File: src/rtl/crt_sync_measure.sv
// crt_sync_measure: measures external hsync/vsync timing and publishes
// one result set (period/width/polarity, lines, valid, lock) per frame.
// Ports: clk, reset (sync, high), extsyncon (enable, low = clear),
//   hsync, vsync (async) in; h_period, h_width, h_pol, v_lines, v_width,
//   v_pol, valid, lock, lost, frame_stb out.
module crt_sync_measure #(
  parameter int HCNT_W      = 12,
  parameter int VCNT_W      = 10,
  parameter int HTOL        = 2,
  parameter int LOCK_FRAMES = 3
) (
  input  logic              clk,
  input  logic              reset,
  input  logic              extsyncon,
  input  logic              hsync,
  input  logic              vsync,
  output logic [HCNT_W-1:0] h_period,
  output logic [HCNT_W-1:0] h_width,
  output logic              h_pol,
  output logic [VCNT_W-1:0] v_lines,
  output logic [VCNT_W-1:0] v_width,
  output logic              v_pol,
  output logic              valid,
  output logic              lock,
  output logic              lost,
  output logic              frame_stb
);

  localparam logic [HCNT_W-1:0] HMAX   = '1;
  localparam logic [VCNT_W-1:0] VMAX   = '1;
  localparam logic [HCNT_W-1:0] HONE   = HCNT_W'(1);
  localparam logic [VCNT_W-1:0] VONE   = VCNT_W'(1);
  localparam logic [HCNT_W-1:0] HTOL_V = HCNT_W'(HTOL);
  localparam logic [3:0]        LOCK_N = 4'(LOCK_FRAMES);

  logic clr;
  assign clr = reset | ~extsyncon;

  logic hs_s1_q, hs_s2_q, hs_s3_q, hs_s1_d, hs_s2_d, hs_s3_d;
  logic vs_s1_q, vs_s2_q, vs_s3_q, vs_s1_d, vs_s2_d, vs_s3_d;
  logic hrise_q, hrise_d, vrise_q, vrise_d;
  logic [1:0] fill_q, fill_d;

  logic [HCNT_W-1:0] hh_cnt_q, hh_cnt_d, hl_cnt_q, hl_cnt_d;
  logic [HCNT_W-1:0] lh_q, lh_d, ll_q, ll_d;
  logic [VCNT_W-1:0] vh_cnt_q, vh_cnt_d, vl_cnt_q, vl_cnt_d;
  logic [1:0]        hseen_q, hseen_d;
  logic              vseen_q, vseen_d;
  logic              frame_sat_q, frame_sat_d;

  logic [HCNT_W-1:0] h_period_q, h_period_d, h_width_q, h_width_d;
  logic [VCNT_W-1:0] v_lines_q, v_lines_d, v_width_q, v_width_d;
  logic              h_pol_q, h_pol_d, v_pol_q, v_pol_d;
  logic              valid_q, valid_d, lock_q, lock_d;
  logic              lost_q, lost_d, frame_stb_q, frame_stb_d;
  logic [3:0]        match_cnt_q, match_cnt_d;

  logic [HCNT_W:0]   hsum;
  logic [VCNT_W:0]   vsum;
  logic [HCNT_W-1:0] cap_lh, cap_ll, pub_hp, hdiff;
  logic [VCNT_W-1:0] pub_vl;
  logic              pub_valid, match, sat_now;

  always_comb begin
    hs_s1_d     = hsync;
    hs_s2_d     = hs_s1_q;
    hs_s3_d     = hs_s2_q;
    vs_s1_d     = vsync;
    vs_s2_d     = vs_s1_q;
    vs_s3_d     = vs_s2_q;
    fill_d      = (fill_q == 2'd3) ? fill_q : fill_q + 2'd1;
    // Cleared synchroniser flops would fake a rise on a high input;
    // edges count only once the third flop holds a real sample.
    hrise_d     = (fill_q == 2'd3) & hs_s2_q & ~hs_s3_q;
    vrise_d     = (fill_q == 2'd3) & vs_s2_q & ~vs_s3_q;

    hh_cnt_d    = hh_cnt_q;
    hl_cnt_d    = hl_cnt_q;
    lh_d        = lh_q;
    ll_d        = ll_q;
    vh_cnt_d    = vh_cnt_q;
    vl_cnt_d    = vl_cnt_q;
    hseen_d     = hseen_q;
    vseen_d     = vseen_q;
    h_period_d  = h_period_q;
    h_width_d   = h_width_q;
    h_pol_d     = h_pol_q;
    v_lines_d   = v_lines_q;
    v_width_d   = v_width_q;
    v_pol_d     = v_pol_q;
    valid_d     = valid_q;
    lock_d      = lock_q;
    lost_d      = lost_q;
    match_cnt_d = match_cnt_q;
    frame_stb_d = vrise_q;

    // The rise cycle is itself a high clock, so hh restarts at 1.
    if (hrise_q) begin
      lh_d     = hh_cnt_q;
      ll_d     = hl_cnt_q;
      hh_cnt_d = HONE;
      hl_cnt_d = '0;
      if (hseen_q != 2'd2) hseen_d = hseen_q + 2'd1;
    end else if (hs_s3_q) begin
      if (hh_cnt_q != HMAX) hh_cnt_d = hh_cnt_q + HONE;
    end else begin
      if (hl_cnt_q != HMAX) hl_cnt_d = hl_cnt_q + HONE;
    end

    // A coincident hsync rise belongs to the new frame.
    if (vrise_q) begin
      vh_cnt_d = VCNT_W'(hrise_q);
      vl_cnt_d = '0;
      vseen_d  = 1'b1;
    end else if (hrise_q) begin
      if (vs_s3_q) begin
        if (vh_cnt_q != VMAX) vh_cnt_d = vh_cnt_q + VONE;
      end else begin
        if (vl_cnt_q != VMAX) vl_cnt_d = vl_cnt_q + VONE;
      end
    end

    // Same-cycle horizontal capture is part of this publication.
    cap_lh = hrise_q ? hh_cnt_q : lh_q;
    cap_ll = hrise_q ? hl_cnt_q : ll_q;
    hsum   = {1'b0, cap_lh} + {1'b0, cap_ll};
    pub_hp = hsum[HCNT_W] ? HMAX : hsum[HCNT_W-1:0];
    vsum   = {1'b0, vh_cnt_q} + {1'b0, vl_cnt_q};
    pub_vl = vsum[VCNT_W] ? VMAX : vsum[VCNT_W-1:0];
    hdiff  = (pub_hp >= h_period_q) ? pub_hp - h_period_q
                                    : h_period_q - pub_hp;

    sat_now = (hh_cnt_q == HMAX) | (hl_cnt_q == HMAX) |
              (vh_cnt_q == VMAX) | (vl_cnt_q == VMAX);
    frame_sat_d = frame_sat_q | sat_now;

    pub_valid = (hseen_q == 2'd2) & vseen_q & ~frame_sat_d;
    match     = pub_valid & valid_q & (hdiff <= HTOL_V) &
                (pub_vl == v_lines_q);

    if (sat_now) begin
      lost_d      = 1'b1;
      valid_d     = 1'b0;
      lock_d      = 1'b0;
      match_cnt_d = '0;
    end

    if (vrise_q) begin
      h_period_d  = pub_hp;
      h_width_d   = (cap_lh <= cap_ll) ? cap_lh : cap_ll;
      h_pol_d     = (cap_lh <= cap_ll);
      v_lines_d   = pub_vl;
      v_width_d   = (vh_cnt_q < vl_cnt_q) ? vh_cnt_q : vl_cnt_q;
      v_pol_d     = (vh_cnt_q < vl_cnt_q);
      valid_d     = pub_valid;
      lost_d      = frame_sat_d;
      frame_sat_d = 1'b0;
      if (!match)
        match_cnt_d = '0;
      else if (match_cnt_q != LOCK_N)
        match_cnt_d = match_cnt_q + 4'd1;
      else
        match_cnt_d = match_cnt_q;
      lock_d = (match_cnt_d == LOCK_N);
    end
  end

  always_ff @(posedge clk) begin
    if (clr) begin
      hs_s1_q     <= 1'b0;
      hs_s2_q     <= 1'b0;
      hs_s3_q     <= 1'b0;
      vs_s1_q     <= 1'b0;
      vs_s2_q     <= 1'b0;
      vs_s3_q     <= 1'b0;
      hrise_q     <= 1'b0;
      vrise_q     <= 1'b0;
      fill_q      <= '0;
      hh_cnt_q    <= '0;
      hl_cnt_q    <= '0;
      lh_q        <= '0;
      ll_q        <= '0;
      vh_cnt_q    <= '0;
      vl_cnt_q    <= '0;
      hseen_q     <= '0;
      vseen_q     <= 1'b0;
      frame_sat_q <= 1'b0;
      h_period_q  <= '0;
      h_width_q   <= '0;
      h_pol_q     <= 1'b0;
      v_lines_q   <= '0;
      v_width_q   <= '0;
      v_pol_q     <= 1'b0;
      valid_q     <= 1'b0;
      lock_q      <= 1'b0;
      lost_q      <= 1'b0;
      match_cnt_q <= '0;
      frame_stb_q <= 1'b0;
    end else begin
      hs_s1_q     <= hs_s1_d;
      hs_s2_q     <= hs_s2_d;
      hs_s3_q     <= hs_s3_d;
      vs_s1_q     <= vs_s1_d;
      vs_s2_q     <= vs_s2_d;
      vs_s3_q     <= vs_s3_d;
      hrise_q     <= hrise_d;
      vrise_q     <= vrise_d;
      fill_q      <= fill_d;
      hh_cnt_q    <= hh_cnt_d;
      hl_cnt_q    <= hl_cnt_d;
      lh_q        <= lh_d;
      ll_q        <= ll_d;
      vh_cnt_q    <= vh_cnt_d;
      vl_cnt_q    <= vl_cnt_d;
      hseen_q     <= hseen_d;
      vseen_q     <= vseen_d;
      frame_sat_q <= frame_sat_d;
      h_period_q  <= h_period_d;
      h_width_q   <= h_width_d;
      h_pol_q     <= h_pol_d;
      v_lines_q   <= v_lines_d;
      v_width_q   <= v_width_d;
      v_pol_q     <= v_pol_d;
      valid_q     <= valid_d;
      lock_q      <= lock_d;
      lost_q      <= lost_d;
      match_cnt_q <= match_cnt_d;
      frame_stb_q <= frame_stb_d;
    end
  end

  assign h_period  = h_period_q;
  assign h_width   = h_width_q;
  assign h_pol     = h_pol_q;
  assign v_lines   = v_lines_q;
  assign v_width   = v_width_q;
  assign v_pol     = v_pol_q;
  assign valid     = valid_q;
  assign lock      = lock_q;
  assign lost      = lost_q;
  assign frame_stb = frame_stb_q;

endmodule

File: config.mk
export PLATFORM = sky130hd
export DESIGN_NAME = crt_sync_measure
export DESIGN_NICKNAME = d
export VERILOG_FILES = /design/src/rtl/crt_sync_measure.sv
export SDC_FILE = /design/constraint.sdc
export NUM_CORES = 1
export LEC_CHECK = 0
export ABC_AREA = 1
export CORE_MARGIN = 5
export CORE_UTILIZATION = 62
export CTS_BUF_LIST = sky130_fd_sc_hd__clkbuf_2 sky130_fd_sc_hd__clkbuf_4 sky130_fd_sc_hd__clkbuf_8
export CTS_CLUSTER_SIZE = 12
export DETAILED_ROUTE_END_ITERATION = 7
export GPL_ROUTABILITY_DRIVEN = 1
export PLACE_DENSITY = 0.83
export SKIP_LAST_GASP = 1
export SYNTH_ARGS = -nofsm -noshare
export SYNTH_HDL_FRONTEND = slang
export SYNTH_SLANG_ARGS = --single-unit
export TNS_END_PERCENT = 1
File: constraint.sdc
create_clock -name clk -period 5.4 [get_ports clk]
set_input_delay 1.08 -clock clk [delete_from_list [all_inputs] [get_ports clk]]
set_output_delay 1.08 -clock clk [all_outputs]
set_load 0.05 [all_outputs]
**Word-level counts from Yosys, hierarchy flattened**

Cells that the tools add are included.

- Bits in registers: 136
- Input port bits: 5
- Output and inout port bits: 50
- Word-level logic and storage cells: 117

- Add/subtract/negate cells: 11
- Order comparisons: 4
- Eq/ne operators: 14
- Muxes and demuxes: 24
- Bitwise gates (word level): 18
- Reductions and logical operators: 15

Operators by type and width:

| cell | count |
|---|---|
| $mux W12 | 5 |
| $add A12 B1 Y12 const B | 2 |
| $eq A12 B12 Y1 const B | 2 |
| $ne A12 B12 Y1 const B | 2 |
| $sub A12 B12 Y12 | 2 |
| $add A10 B1 Y10 const B | 2 |
| $eq A10 B10 Y1 const B | 2 |
| $mux W10 | 2 |
| $mux W4 | 5 |
| $ne A10 B10 Y1 const B | 2 |
| $add A12 B12 Y13 | 1 |
| $ge A12 B12 Y1 | 1 |
| $le A12 B12 Y1 | 1 |
| $le A12 B2 Y1 const B | 1 |
| $mux W1 | 12 |
| $reduce_bool A2 Y1 | 6 |
| $add A10 B10 Y11 | 1 |
| $eq A10 B10 Y1 | 1 |
| $lt A10 B10 Y1 | 1 |
| $and A1 B1 Y1 | 9 |
| $reduce_and A3 Y1 | 3 |
| $reduce_and A2 Y1 | 4 |
| $or A1 B1 Y1 | 5 |
| $add A2 B1 Y2 const B | 2 |
| other kinds (7) | 12 |

**Depth between registers and ports, before layout**

- Depth after elaboration: 14
- Depth in mapped cells: 34
- Depth with buffers taken out: 33

**Least setup slack after synthesis**

No wires, ideal clock.

- Path kind: register to register
- Start point: register hrise_q
- End point: register match_cnt_q[2]
- Setup time: 0.070 ns
- Arrival: 4.389 ns
- Required time: 5.330 ns
- Slack: 0.940 ns
- Cell stages (with the launch flop): 34
- Path buffers: 3
- Clock period less this slack: 4.460 ns
- Cell sequence: dfxtp_1 > clkbuf_1 > clkbuf_1 > nand2_1 > o21ai_0 > inv_1 > ha_1 > fa_1 > nand3_1 > nand2_1 > nand3_1 > nand3_1 > clkbuf_1 > nor2_1 > ha_1 > inv_1 > fa_1 > inv_1 > nor2_2 > nor2_4 > nand2_1 > nand2_2 > inv_2 > nor2_4 > nand2_2 > nand3_1 > nand2_1 > inv_1 > nand2_1 > nor2_1 > nand2_1 > nor2_4 > nand4_1 > a21oi_1

- Cells in the longest elaborated chain, start to end: 11
- Elaborated cells between the ends (all ways): 14
- Classes of those cells: 3 x add/sub; 2 x order compare; 7 x mux; 2 x bitwise

Ends and longest elaborated chain:

| item | RTL line | source |
|---|---|---|
| start: declaration | 41 | `logic hrise_q, hrise_d, vrise_q, vrise_d;` |
| start signal: assignment | 206 | `hrise_q <= hrise_d;` |
| $mux W12 * | n/a |  |
| via cap_lh[0] | 60 | `logic [HCNT_W-1:0] cap_lh, cap_ll, pub_hp, hdiff;` |
| $add A12 B12 Y13 * | 126 | `hsum = {1'b0, cap_lh} + {1'b0, cap_ll};` |
| $mux W12 * | 127 | `pub_hp = hsum[HCNT_W] ? HMAX : hsum[HCNT_W-1:0];` |
| $sub A12 B12 Y12 (tied with other cells) | 131 | `: h_period_q - pub_hp;` |
| $mux W12 * | 130 | `hdiff = (pub_hp >= h_period_q) ? pub_hp - h_period_q` |
| $le A12 B2 Y1 * | 138 | `match = pub_valid & valid_q & (hdiff <= HTOL_V) &` |
| $and A1 B1 Y1 * (2 in a row) | 138 |  |
| $mux W4 * | 158 | `if (!match)` |
| $mux W4 * (2 in a row) | 148 | `if (vrise_q) begin` |
| end signal: assignment | 227 | `match_cnt_q <= match_cnt_d;` |
| end: declaration | 56 | `logic [3:0] match_cnt_q, match_cnt_d;` |

Mark *: on every way through the listed nets, which the timed path passes. The rest lies on a longest branch. The select of a mux whose other input is x is not followed.
A chain may end at the register's enable or synchronous reset.

**Worst setup path in the final report**

- Start point: register hrise_q
- End point: register lock_q, in the netlist lock

- Cells in the longest elaborated chain, start to end: 12
- Elaborated cells between the ends (all ways): 15
- Classes of those cells: 3 x add/sub; 2 x order compare; 1 x eq/ne; 7 x mux; 2 x bitwise

Ends and longest elaborated chain:

| item | RTL line | source |
|---|---|---|
| $mux W12 * | n/a |  |
| via cap_lh[2] | 60 |  |
| $add A12 B12 Y13 * | 126 |  |
| $mux W12 * | 127 |  |
| via pub_hp[9] | 60 |  |
| $sub A12 B12 Y12 (tied with other cells) | 131 |  |
| $mux W12 * | 130 |  |
| $le A12 B2 Y1 * | 138 |  |
| $and A1 B1 Y1 * (2 in a row) | 138 |  |
| $mux W4 * | 158 |  |
| $mux W4 * | 148 |  |
| $eq A4 B2 Y1 * | 164 | `lock_d = (match_cnt_d == LOCK_N);` |
| $mux W1 * | 148 |  |
| end signal: assignment | 225 | `lock_q <= lock_d;` |
| end: declaration | 54 | `logic valid_q, valid_d, lock_q, lock_d;` |

Marked as above.

==> impl_metrics.toml <==
[outcome]
outcome = "completed"

[worst_hold_path]
min_path_type = "reg -> reg"
hp-start = "hs_s1_q$_SDFF_PP0_"
worstHoldEndpoint = "hs_s2_q$_SDFF_PP0_"
min_path_cells = 2

[placement]
portBuffers = 54
hpwl_mm = 16.93
gp_congestion = 0.9559

[sta]
min_period_ps = 4783
finalSetupTns_ps = 0
fin_worst_skew_ps = 14.56
hold_violations = 0
tightest_slew_ps = 804.9
slew_violations = 0
rsz0062_at_grt = "no"
slew_headroom_pct = 46.28
timing.final.crit_share_pct = 88.57
fmax_ghz = 0.2091
setup_viol = 0

[floorplan]
num_io_pins = 55
row_count = 43
die_y_um = 128.5
core_area_um2 = 13830
die_w_um = 128.5
die-area_um2 = 16510
start_util_pct = 62.95

[grt]
grt.total_usage_pct = 26.96
grt_busiest_layer = "met2"
antenna_found_initial = 0
overflow = 0
use_met3_pct = 3.819
grt_pass1_vias = 7813
grtUsageMet2_pct = 44.87
grt_max_degree = 45
grt_pass1_wl_mm = 36.46
grt_util_met1_pct = 35.99

[power]
internal_power_mw = 1.466
comb_power_share_pct = 2.0
p_switching_uw = 434.2
peakVddDrop_mv = 0.2082
p_clk_share_pct = 45.1
switching_share_pct = 22.85
p_per_area_nw_per_um2 = 193.1
p_leak_nw = 4.727
pwr-share-seq_pct = 52.9

[setup_path]
cp_common_cell = "nand2_1"
cp_num_buf_inv = 5
worstPathMaxFanout = 30
r2r.worst_path.cells = 31
r2r_end = "lock$_SDFFE_PP0P_"
worstSetupPathType = "reg -> reg"
crit_family = "simple AND/OR/NAND/NOR gates"
r2r-start = "hrise_q$_SDFF_PP0_"
startpoint_type = "flop"
cp.required_ps = 5780
cpMaxStageDelayCell = "dfxtp_2"
r2r_slack_ps = 620
cp-end-kind = "flop"
arrival_ps = 5160
max_stage_delay_ps = 440

[cells_and_area]
fin_nets = 1447
fillers = 1189
diodes = 0
area_growth_syn_to_layout_pct = 13.05
utilization_pct = 71.17
drive_above_1_share_pct = 6.463

[detailed_routing]
drc = 0
viasPerCell = 5.399
drt_iter0_drc = 507
wl_mm = 21.96
via_count = 8407
first_pass_iters = 5
postRouteAntennaNets = 0
wl_per_cell_um = 14.10

[synthesis]
yosys-top-cells-area = "dfxtp_1 31%, nand2_1 13%, ha_1 11%, inv_1 9.6%, o21ai_0 5.8%"
synth_compound_area_share_pct = 15.02
yosys_register_bits = 136
synthAdderAreaFrac_pct = 11.56
synth_top_family_by_area = "simple AND/OR/NAND/NOR gates"
avgSynthCellArea_um2 = 6.645
yosys.area.top_type = "dfxtp_1"
synthXorXnorAreaFrac_pct = 2.012
yosysTopAreaCellShare_pct = 31.28
ys_seq_area_share_pct = 31.28
syn_inst = 1310
synth_nets = 1393
synth_area_um2 = 8705
ys_types = 47
synth-simple-area-share_pct = 28.76
yosysWarnings = 0
synthMuxAreaShare_pct = 0

[clock_tree]
cts_setup_buffers = 0
clockBufferDepth = 2
cts_tree = "yes"
clk_latency_ps = 450
cts_resized = 0
htree_levels = 4
clock_sinks = 136
cts_root_buffer = "clkbuf_8"
hold_buffers = 0
cts_made_buffers = 17
cts.reportedPaths.clkPinSlew_ps = 80

[flow_run]
maxCapViolCount = 0
-- kinds of logic after synthesis --
kind of cell    after synthesis
xor+xnor                     20
simple gates                581
flops                       136
compound gates              235
buf+inv                     260
fa+ha+maj                    78
-- worst register-to-register path, delay by kind of cell, from the launching register on --
family,cells,cell delay [ps]
AND/OR/NAND/NOR,15,1580
XOR/XNOR,1,150
flip-flops,1,440
adder cells (fa/ha/maj),2,750
buffers and inverters,5,580
AO/OA/AOI/OAI,8,1210
-- layer usage --
metal	part of all wire, %	routed length, um
met5	0	0
met1	46	10110
met4	2.5	539
met3	5.2	1144
met2	46	10160
-- power groups by stage --
| stage | Sequential (mW) | Combinational (mW) | Clock [mW] |
|---|---|---|---|
| 3_5_place_dp | 1.03 | 0.0364 | 0 |
| 3_3_place_gp | 1.03 | 0.0359 | 0 |
| 4_1_cts | 1.01 | 0.0367 | 0.868 |
| 2_1_floorplan | 1.03 | 0.0246 | 0 |
| 5_1_grt | 1.01 | 0.0411 | 0.910 |
| 6_report | 1.01 | 0.0372 | 0.857 |
-- layout by cell type (no fill, tap or decap), types with 3 or more instances in the layout --
master,Yosys,final
o21a_1,6,6
nand3_1,61,61
o21ai_0,101,101
clkbuf_4,0,3
nor2_2,7,9
nor2_1,123,121
clkinv_2,0,3
nand3_2,4,4
xor2_1,18,18
nand2_1,306,306
nor3_1,31,31
nand3b_1,3,3
a21oi_2,2,3
dfxtp_1,136,135
a32o_1,3,3
clkbuf_8,0,19
ha_1,74,74
a22o_1,7,7
inv_1,223,223
o2111ai_1,3,3
o21bai_1,6,6
a21oi_1,83,82
nand2_2,10,10
buf_4,1,10
nor2_4,3,3
nor4_1,4,4
clkdlybuf4s50_1,0,54
o22ai_1,15,15
nand4_1,15,15
fa_1,4,4
or2_2,6,6
inv_2,6,6
-- per-stage QoR --
step | cell area (um^2) | hold slack (ps) | worst slack (ps) | total power, mW | instances
finish | 9841 | 412.0 | 617.2 | 1.900 | 1557
global route | 9841 | 444.4 | 49.02 | 1.957 | 1557
CTS | 9832 | 413.6 | 392.7 | 1.910 | 1557
detailed placement | 9432 | 402.7 | 473.6 | 1.066 | 1525
global placement | 9432 | 396.0 | 557.2 | 1.065 | 1525
floorplan | 8705 | 393.6 | 940.1 | 1.054 | 1310
-- cell type report --
cell class	instances	area (um^2)	share of cell area [%]
Multi-Input combinational cell	914	5001	50.82
Sequential cell	136	2724	27.68
Inverter	230	863.3	8.773
Timing Repair Buffer	65	626.9	6.370
Clock buffer	22	284.0	2.886
Tap cell	180	225.2	2.289
Clock inverter	10	116.4	1.182
-- synth_stat cells (all sizes together) --
master   number
clkinv        1
ha           74
xor2         18
nor3b         2
o21bai        6
a22o          7
nor3         33
nor4          4
nand4        15
o311a         1
and2          3
a21oi        85
o21a          6
a211oi        2
a32o          3
o211ai        1
o2111ai       3
dfxtp       136
nor2        133
o32ai         1
a31oi         1
buf           5
fa            4
nand3b        3
nand2       316
nand3        66
clkbuf       25
or2           6
o21ai       102
o31ai         1
o22ai        15
xnor2         2
a21o          1
inv         229
-- flip-flops by register name (all words and copies together) (netlist names), 10 cells and up --
name and count:
vl_cnt_q 10, h_period 12, lh_q 12, vh_cnt_q 10
v_lines 10, hh_cnt_q 12, hl_cnt_q 12, v_width 10
h_width 12, ll_q 12
-- how the worst max path moves through the flow --
stage | startpoint | to | depth (start not counted)
floorplan | hrise_q$_SDFF_PP0_ | match_cnt_q[2]$_SDFFE_PP0P_ | 33
global placement | hrise_q$_SDFF_PP0_ | lock$_SDFFE_PP0P_ | 30
detailed placement | hrise_q$_SDFF_PP0_ | lock$_SDFFE_PP0P_ | 31
CTS | hrise_q$_SDFF_PP0_ | lock$_SDFFE_PP0P_ | 31
global route | hrise_q$_SDFF_PP0_ | match_cnt_q[2]$_SDFFE_PP0P_ | 31
finish | hrise_q$_SDFF_PP0_ | lock$_SDFFE_PP0P_ | 31
Note: power is estimated with default switching activity, not from simulation.
